[src/rtl/config_uploader_pkg.sv]
// Shared types and header layout for the ROM loader and the config uploader.
package config_uploader_pkg;

  // Header layout (byte offsets within the configuration header)
  localparam logic [7:0] HEADER_VERSION  = 8'h01;
  localparam int         SCREEN_SIZE_OFS = 3;
  localparam int         INPUT_MAP_OFS   = 8;
  localparam int         INPUT_B_OFS     = 40;
  localparam int         INPUT_BA_OFS    = 41;
  localparam int         INPUT_ACL_OFS   = 42;
  localparam int         HEADER_LEN      = 48;

  // Live system configuration, serialised into the header on upload
  typedef struct packed {
    logic [7:0]  mpu;
    logic [7:0]  screen_config;
    logic [11:0] screen_width;
    logic [11:0] screen_height;
    logic [31:0] input_s0_config;
    logic [31:0] input_s1_config;
    logic [31:0] input_s2_config;
    logic [31:0] input_s3_config;
    logic [31:0] input_s4_config;
    logic [31:0] input_s5_config;
    logic [31:0] input_s6_config;
    logic [31:0] input_s7_config;
    logic [7:0]  input_b_config;
    logic [7:0]  input_ba_config;
    logic [7:0]  input_acl_config;
  } system_config;

  // Uploader request sequencing
  typedef enum logic [2:0] {
    IDLE    = 3'd0,
    HDR     = 3'd1,
    LO_REQ  = 3'd2,
    LO_WAIT = 3'd3,
    HI_REQ  = 3'd4,
    HI_WAIT = 3'd5,
    DONE    = 3'd6
  } upl_state_e;

endpackage

[src/rtl/config_uploader_header_byte_mux.sv]
// Combinational header byte lookup: (sys_config, byte index) -> header byte.
// Bytes at index 43 and above are zero.
module header_byte_mux
  import config_uploader_pkg::*;
(
  input  system_config sys_config,
  input  logic [5:0]   byte_idx,
  output logic [7:0]   byte_val
);

  logic [HEADER_LEN-1:0][7:0] hdr_s;

  // Lay out the header image with multi-byte fields least-significant byte first
  always_comb begin
    hdr_s                          = '0;
    hdr_s[0]                       = HEADER_VERSION;
    hdr_s[1]                       = sys_config.mpu;
    hdr_s[2]                       = sys_config.screen_config;
    hdr_s[SCREEN_SIZE_OFS +: 3]    = {sys_config.screen_height, sys_config.screen_width};
    hdr_s[INPUT_MAP_OFS +: 4]      = sys_config.input_s0_config;
    hdr_s[INPUT_MAP_OFS + 4 +: 4]  = sys_config.input_s1_config;
    hdr_s[INPUT_MAP_OFS + 8 +: 4]  = sys_config.input_s2_config;
    hdr_s[INPUT_MAP_OFS + 12 +: 4] = sys_config.input_s3_config;
    hdr_s[INPUT_MAP_OFS + 16 +: 4] = sys_config.input_s4_config;
    hdr_s[INPUT_MAP_OFS + 20 +: 4] = sys_config.input_s5_config;
    hdr_s[INPUT_MAP_OFS + 24 +: 4] = sys_config.input_s6_config;
    hdr_s[INPUT_MAP_OFS + 28 +: 4] = sys_config.input_s7_config;
    hdr_s[INPUT_B_OFS]             = sys_config.input_b_config;
    hdr_s[INPUT_BA_OFS]            = sys_config.input_ba_config;
    hdr_s[INPUT_ACL_OFS]           = sys_config.input_acl_config;
  end

  // Select the requested byte; indices past the header image read as zero
  always_comb begin
    if (byte_idx < 6'(HEADER_LEN)) begin
      byte_val = hdr_s[byte_idx];
    end else begin
      byte_val = 8'h00;
    end
  end

endmodule

[src/rtl/config_uploader.sv]
// Answers host word reads during an ioctl upload: header words are built from
// the live sys_config, higher words are fetched as two bytes from memory.
module config_uploader
  import config_uploader_pkg::*;
#(
  parameter logic [24:0] HEADER_WORDS = 25'h80,
  parameter int          MEM_LATENCY  = 2
) (
  input  logic         clk,
  input  logic         reset_n,
  input  logic         ioctl_upload,
  input  logic         ioctl_rd,
  input  logic [24:0]  ioctl_addr,
  output logic [15:0]  ioctl_din,
  output logic         ioctl_din_valid,
  output logic         busy,
  input  system_config sys_config,
  output logic         rd_8bit,
  output logic [25:0]  addr_8bit,
  input  logic [7:0]   data_8bit
);

  // Last count of a wait phase: data_8bit is valid MEM_LATENCY cycles after the strobe
  localparam logic [2:0] WAIT_LAST = 3'(MEM_LATENCY - 1);

  upl_state_e  state_r;
  logic [24:0] lat_addr_r;   // header word address, or memory word offset
  logic [2:0]  wait_cnt_r;

  logic        region_s;
  logic [24:0] acc_base_s;
  logic [5:0]  lo_idx_s;
  logic [5:0]  hi_idx_s;
  logic        hdr_in_range_s;
  logic [7:0]  lo_byte_s;
  logic [7:0]  hi_byte_s;

  assign region_s       = (ioctl_addr >= HEADER_WORDS);
  assign acc_base_s     = ioctl_addr - HEADER_WORDS;
  assign lo_idx_s       = {lat_addr_r[4:0], 1'b0};
  assign hi_idx_s       = {lat_addr_r[4:0], 1'b1};
  // Words 32 and up map past byte 63 and are always zero
  assign hdr_in_range_s = (lat_addr_r[24:5] == 20'd0);

  header_byte_mux u_lo_mux (
    .sys_config (sys_config),
    .byte_idx   (lo_idx_s),
    .byte_val   (lo_byte_s)
  );

  header_byte_mux u_hi_mux (
    .sys_config (sys_config),
    .byte_idx   (hi_idx_s),
    .byte_val   (hi_byte_s)
  );

  // Request FSM with registered outputs; dropping ioctl_upload aborts silently
  always_ff @(posedge clk or negedge reset_n) begin
    if (!reset_n) begin
      state_r         <= IDLE;
      lat_addr_r      <= 25'd0;
      wait_cnt_r      <= 3'd0;
      ioctl_din       <= 16'h0000;
      ioctl_din_valid <= 1'b0;
      busy            <= 1'b0;
      rd_8bit         <= 1'b0;
      addr_8bit       <= 26'd0;
    end else begin
      rd_8bit         <= 1'b0;
      ioctl_din_valid <= 1'b0;
      if ((state_r != IDLE) && !ioctl_upload) begin
        state_r <= IDLE;
        busy    <= 1'b0;
      end else begin
        case (state_r)
          IDLE: begin
            if (ioctl_rd && ioctl_upload) begin
              busy <= 1'b1;
              if (region_s) begin
                lat_addr_r <= acc_base_s;
                rd_8bit    <= 1'b1;
                addr_8bit  <= {acc_base_s, 1'b0};
                state_r    <= LO_REQ;
              end else begin
                lat_addr_r <= ioctl_addr;
                state_r    <= HDR;
              end
            end
          end
          HDR: begin
            if (hdr_in_range_s) begin
              ioctl_din <= {hi_byte_s, lo_byte_s};
            end else begin
              ioctl_din <= 16'h0000;
            end
            ioctl_din_valid <= 1'b1;
            busy            <= 1'b0;
            state_r         <= IDLE;
          end
          LO_REQ: begin
            wait_cnt_r <= 3'd0;
            state_r    <= LO_WAIT;
          end
          LO_WAIT: begin
            if (wait_cnt_r == WAIT_LAST) begin
              ioctl_din[7:0] <= data_8bit;
              rd_8bit        <= 1'b1;
              addr_8bit      <= {lat_addr_r, 1'b1};
              state_r        <= HI_REQ;
            end else begin
              wait_cnt_r <= wait_cnt_r + 3'd1;
            end
          end
          HI_REQ: begin
            wait_cnt_r <= 3'd0;
            state_r    <= HI_WAIT;
          end
          HI_WAIT: begin
            if (wait_cnt_r == WAIT_LAST) begin
              ioctl_din[15:8] <= data_8bit;
              state_r         <= DONE;
            end else begin
              wait_cnt_r <= wait_cnt_r + 3'd1;
            end
          end
          DONE: begin
            ioctl_din_valid <= 1'b1;
            busy            <= 1'b0;
            state_r         <= IDLE;
          end
          default: begin
            busy    <= 1'b0;
            state_r <= IDLE;
          end
        endcase
      end
    end
  end

endmodule

[config.mk]
export PLATFORM = sky130hd
export DESIGN_NAME = config_uploader
export DESIGN_NICKNAME = d
export VERILOG_FILES = /design/src/rtl/config_uploader_pkg.sv /design/src/rtl/config_uploader_header_byte_mux.sv /design/src/rtl/config_uploader.sv
export SDC_FILE = /design/constraint.sdc
export NUM_CORES = 1
export LEC_CHECK = 0
export CAP_MARGIN = 10
export CORE_AREA = 2 2 155 157
export CTS_CLUSTER_DIAMETER = 150
export DETAILED_ROUTE_END_ITERATION = 16
export DIE_AREA = 0 0 157 159
export PLACE_DENSITY = 0.74
export RECOVER_POWER = 100
export SYNTH_ARGS = -nofsm -noshare
export SYNTH_HDL_FRONTEND = slang
export SYNTH_SLANG_ARGS = --single-unit
[constraint.sdc]
create_clock -name clk -period 2.8 [get_ports clk]
set_input_delay 0.56 -clock clk [delete_from_list [all_inputs] [get_ports clk]]
set_output_delay 0.56 -clock clk [all_outputs]
set_load 0.02 [all_outputs]
==> flow_results.xml <==
<?xml version="1.0" encoding="UTF-8"?>
<metrics>
  <group name="yosys">
    <metric name="synth_edf_count" unit="">0</metric>
    <metric name="postSynthAreaPerCell" unit="um2">9.57</metric>
    <metric name="synthDominantCellAreaShare" unit="%">28.5</metric>
    <metric name="synth.distinct_cells" unit="">62</metric>
    <metric name="async_reset_ff_share" unit="%">100</metric>
    <metric name="synth.top_cells.by_area" unit="">sky130_fd_sc_hd__dfrtp_1, sky130_fd_sc_hd__mux4_2, sky130_fd_sc_hd__mux2i_1</metric>
    <metric name="ys_dominant_reg_cell" unit="">sky130_fd_sc_hd__dfrtp_1</metric>
    <metric name="yosys_warnings" unit="">0</metric>
    <metric name="syn_inst" unit="">697</metric>
    <metric name="synth_top_cell_by_area" unit="">sky130_fd_sc_hd__dfrtp_1</metric>
    <metric name="synth_seq_cells" unit="">76</metric>
    <metric name="syn_area" unit="um2">6670</metric>
    <metric name="synth_fp_nets" unit="">1058</metric>
    <metric name="synth.yosys.seq_area_share" unit="%">28.5</metric>
  </group>
  <group name="cts">
    <metric name="clk_pin_slew_worst_paths" unit="ns">0.07</metric>
    <metric name="ctsRootBufferMaster" unit="">sky130_fd_sc_hd__clkbuf_16</metric>
    <metric name="cts-root-to-sink-buffers" unit="">2</metric>
    <metric name="post-cts-setup-buffers" unit="">0</metric>
    <metric name="clkLatencyLatePin" unit="ns">0.34</metric>
    <metric name="hold_buffers" unit="">0</metric>
    <metric name="clock-sinks" unit="">76</metric>
    <metric name="h_tree_levels" unit="">3</metric>
    <metric name="cts_tree" unit="">built</metric>
    <metric name="cts_repair_resize_count" unit="">0</metric>
    <metric name="cts_inserted_buffers" unit="">9</metric>
  </group>
  <group name="floorplanning">
    <metric name="dieWidth" unit="um">157</metric>
    <metric name="die-area" unit="um2">25000</metric>
    <metric name="core_area" unit="um2">23200</metric>
    <metric name="num_io_pins" unit="">402</metric>
    <metric name="die_h" unit="um">159</metric>
    <metric name="floorplan.initialDensity" unit="%">28.8</metric>
    <metric name="fp-row-count" unit="">56</metric>
  </group>
  <group name="global_route">
    <metric name="vias_in_the_first_global_route" unit="">7864</metric>
    <metric name="track_usage" unit="%">26.5</metric>
    <metric name="grt_first_pass_wirelength" unit="mm">49.1</metric>
    <metric name="maximum_number_of_pins_on_one_net_before_global_route_repair" unit="">45</metric>
    <metric name="global_route.overflow_total" unit="">0</metric>
    <metric name="number_of_antenna_violations_at_the_first_check_in_global_routing" unit="">10</metric>
  </group>
  <group name="critical_path">
    <metric name="crit_path_frequent_cell" unit="">sky130_fd_sc_hd__buf_4</metric>
    <metric name="slowest_stage" unit="">sky130_fd_sc_hd__dfrtp_4</metric>
    <metric name="worst-endpoint-arrival" unit="ns">2.83</metric>
    <metric name="critical_path_peak_fanout" unit="">30</metric>
    <metric name="path_delay_family" unit="">buffers and inverters</metric>
    <metric name="crit_required" unit="ns">3.01</metric>
    <metric name="setup.worst_path.end_class" unit="">flip-flop</metric>
    <metric name="worstPathBufferInverterCount" unit="">3</metric>
    <metric name="cp_slowest_stage_delay" unit="ns">0.57</metric>
    <metric name="crit_path_start_kind" unit="">flip-flop</metric>
    <metric name="timing_worst_setup_path_type" unit="">flip-flop to flip-flop</metric>
    <metric name="crit_chain" unit="">buf_12 &gt; buf_4 &gt; buf_4 &gt; mux4_2 &gt; a21oi_1 &gt; o311ai_0</metric>
  </group>
  <group name="timing">
    <metric name="layout_skew" unit="ns">0.00976</metric>
    <metric name="timing_hold_violations_final" unit="">0</metric>
    <metric name="rsz0062_at_grt" unit="">no</metric>
    <metric name="timing_max_transition_violations_final" unit="">0</metric>
    <metric name="finalHoldWorstSlack" unit="ns">0.388</metric>
    <metric name="layout_worst_path_cycle_share" unit="%">93.7</metric>
    <metric name="timing.setup.tns" unit="ns">0</metric>
    <metric name="normalized_max_slew_margin" unit="%">2.89</metric>
    <metric name="final-setup-viol-count" unit="">0</metric>
    <metric name="fmaxAchievable" unit="GHz">0.381</metric>
    <metric name="worstMarginPinSlew" unit="ns">1.46</metric>
    <metric name="finalCriticalPeriod" unit="ns">2.62</metric>
  </group>
  <group name="hold_path">
    <metric name="timing.hold.worst.class" unit="">primary input to async pin</metric>
  </group>
  <group name="routing">
    <metric name="avgRoutedWirePerCell" unit="um">23.4</metric>
    <metric name="vias" unit="">7615</metric>
    <metric name="routed_wirelength" unit="mm">33.5</metric>
    <metric name="first_pass_iters" unit="">5</metric>
    <metric name="drc" unit="">0</metric>
    <metric name="viasPerCell" unit="">5.33</metric>
    <metric name="drt_iter0_drc" unit="">460</metric>
    <metric name="route.antenna.remaining_nets" unit="">0</metric>
  </group>
  <group name="placed_design">
    <metric name="routabilityCongestion" unit="">0.915</metric>
    <metric name="io_buffer_count" unit="">401</metric>
    <metric name="dp_hpwl" unit="mm">28.3</metric>
  </group>
  <group name="cells_and_area">
    <metric name="drive_above_1_share" unit="%">13.6</metric>
    <metric name="layout.nets" unit="">1460</metric>
    <metric name="filler_cell_count" unit="">2145</metric>
    <metric name="layout-area-overhead-vs-synth" unit="%">72.9</metric>
    <metric name="mostFrequentLayoutCell" unit="">sky130_fd_sc_hd__clkdlybuf4s50_1</metric>
    <metric name="most-common-layout-cells" unit="">sky130_fd_sc_hd__clkdlybuf4s50_1, sky130_fd_sc_hd__nand2_1, sky130_fd_sc_hd__dfrtp_1</metric>
  </group>
  <group name="pwr">
    <metric name="vdd.ir_drop.worst" unit="mV">0.251</metric>
    <metric name="powerDensity" unit="nW/um2">499</metric>
    <metric name="static-leakage-power" unit="nW">4.51</metric>
    <metric name="design_power_total" unit="mW">5.76</metric>
  </group>
  <group name="run_status">
    <metric name="status" unit="">finished clean</metric>
  </group>
  <group name="run">
    <metric name="timing.max_cap.violations" unit="">0</metric>
  </group>
</metrics>
cell families after synthesis:
family | Yosys count | share of synthesized area [%]
flops | 76 | 28.5
buf+inv | 71 | 5.31
mux | 118 | 28.1
fa+ha+maj | 4 | 0.750
compound gates | 182 | 18.4
xor+xnor | 15 | 1.97
simple gates | 231 | 17.0
cell usage after synthesis, types with 4 or more instances:
master,count
sky130_fd_sc_hd__a211oi_1,4
sky130_fd_sc_hd__xor2_1,7
sky130_fd_sc_hd__dfrtp_1,76
sky130_fd_sc_hd__mux2_4,17
sky130_fd_sc_hd__a221oi_1,42
sky130_fd_sc_hd__and2_1,4
sky130_fd_sc_hd__nand4_1,6
sky130_fd_sc_hd__mux2i_1,46
sky130_fd_sc_hd__o31ai_1,15
sky130_fd_sc_hd__o311ai_0,8
sky130_fd_sc_hd__nand3_1,20
sky130_fd_sc_hd__ha_1,4
sky130_fd_sc_hd__o21ai_0,39
sky130_fd_sc_hd__and3_1,5
sky130_fd_sc_hd__buf_2,9
sky130_fd_sc_hd__nor4_1,11
sky130_fd_sc_hd__nor3_1,6
sky130_fd_sc_hd__xnor2_1,8
sky130_fd_sc_hd__inv_1,11
sky130_fd_sc_hd__buf_4,5
sky130_fd_sc_hd__a21oi_1,38
sky130_fd_sc_hd__nor2_1,29
sky130_fd_sc_hd__mux4_2,48
sky130_fd_sc_hd__nand2_1,111
sky130_fd_sc_hd__o21ai_1,7
sky130_fd_sc_hd__clkbuf_1,36
sky130_fd_sc_hd__mux2_2,7
sky130_fd_sc_hd__or2_2,9
sky130_fd_sc_hd__nor2b_1,8
sky130_fd_sc_hd__a21o_1,8
worst reg2reg max path, delay by kind of cell, from the launching register on:
kind / cells / cell delay [ns]
buffers and inverters: 3 / 0.95
flip-flops: 1 / 0.57
multiplexers: 1 / 0.52
AO/OA/AOI/OAI: 2 / 0.45
area by class of cell:
cell class	count	area, um2	share of cell area (%)
Timing Repair Buffer	451	4420	38.4
Multi-Input combinational cell	550	4410	38.2
Sequential cell	76	1910	16.5
Tap cell	319	399	3.46
Clock buffer	10	239	2.07
Clock inverter	6	96.3	0.836
Inverter	11	41.3	0.358
Antenna cell	6	15.0	0.130
registers in the layout, indices dropped and copies added (netlist names):
| register | count |
|---|---|
| ioctl_din_valid | 1 |
| state_r | 3 |
| busy | 1 |
| lat_addr_r | 25 |
| rd_8bit | 1 |
| wait_cnt_r | 3 |
| ioctl_din | 16 |
| addr_8bit | 26 |
layer usage:
| layer | GRT usage (%) | vias to the layer above | part of all wire [%] | wire [um] |
|---|---|---|---|---|
| li1 | - | 3504 | - | - |
| met1 | 33.2 | 3676 | 39 | 13100 |
| met2 | 45.3 | 380 | 49 | 16500 |
| met3 | 7.84 | 45 | 9.6 | 3230 |
| met4 | 5.25 | 10 | 1.7 | 563 |
| met5 | 0 | - | 0.19 | 62 |
through the flow:
step	setup slack, ns	util (%)	instances	cell area (um2)
5_1_grt	0.0587	49.6	1424	11500
6_report	0.177	49.7	1429	11500
2_1_floorplan	0.364	-	697	6670
4_1_cts	0.222	49.9	1423	11600
3_3_place_gp	0.0653	48.5	1407	11200
3_5_place_dp	0.0289	48.5	1407	11200
worst paths after layout:
path	from	endpoint	slack [ns]	depth (start not counted)
max	lat_addr_r[0]$_DFFE_PN0P_	ioctl_din[4]$_DFFE_PN0P_	0.18	6
min	reset_n	ioctl_din[1]$_DFFE_PN0P_	0.39	1
max reg2reg	lat_addr_r[0]$_DFFE_PN0P_	ioctl_din[4]$_DFFE_PN0P_	0.18	6
min reg2reg	addr_8bit[21]$_DFFE_PN0P_	addr_8bit[21]$_DFFE_PN0P_	0.50	1
max in group asynchronous	reset_n	lat_addr_r[18]$_DFFE_PN0P_	0.54	2
min in group clk	addr_8bit[21]$_DFFE_PN0P_	addr_8bit[21]$_DFFE_PN0P_	0.50	1
power breakdown:
part | internal (mW) | switching, mW | leakage [nW] | total [mW]
sequential | 1.33 | 0.208 | 0.945 | 1.54
combinational | 1.51 | 1.39 | 3.40 | 2.90
clock | 0.815 | 0.503 | 0.161 | 1.32
total | 3.66 | 2.10 | 4.51 | 5.76
Power figures use the tool's default switching activity.
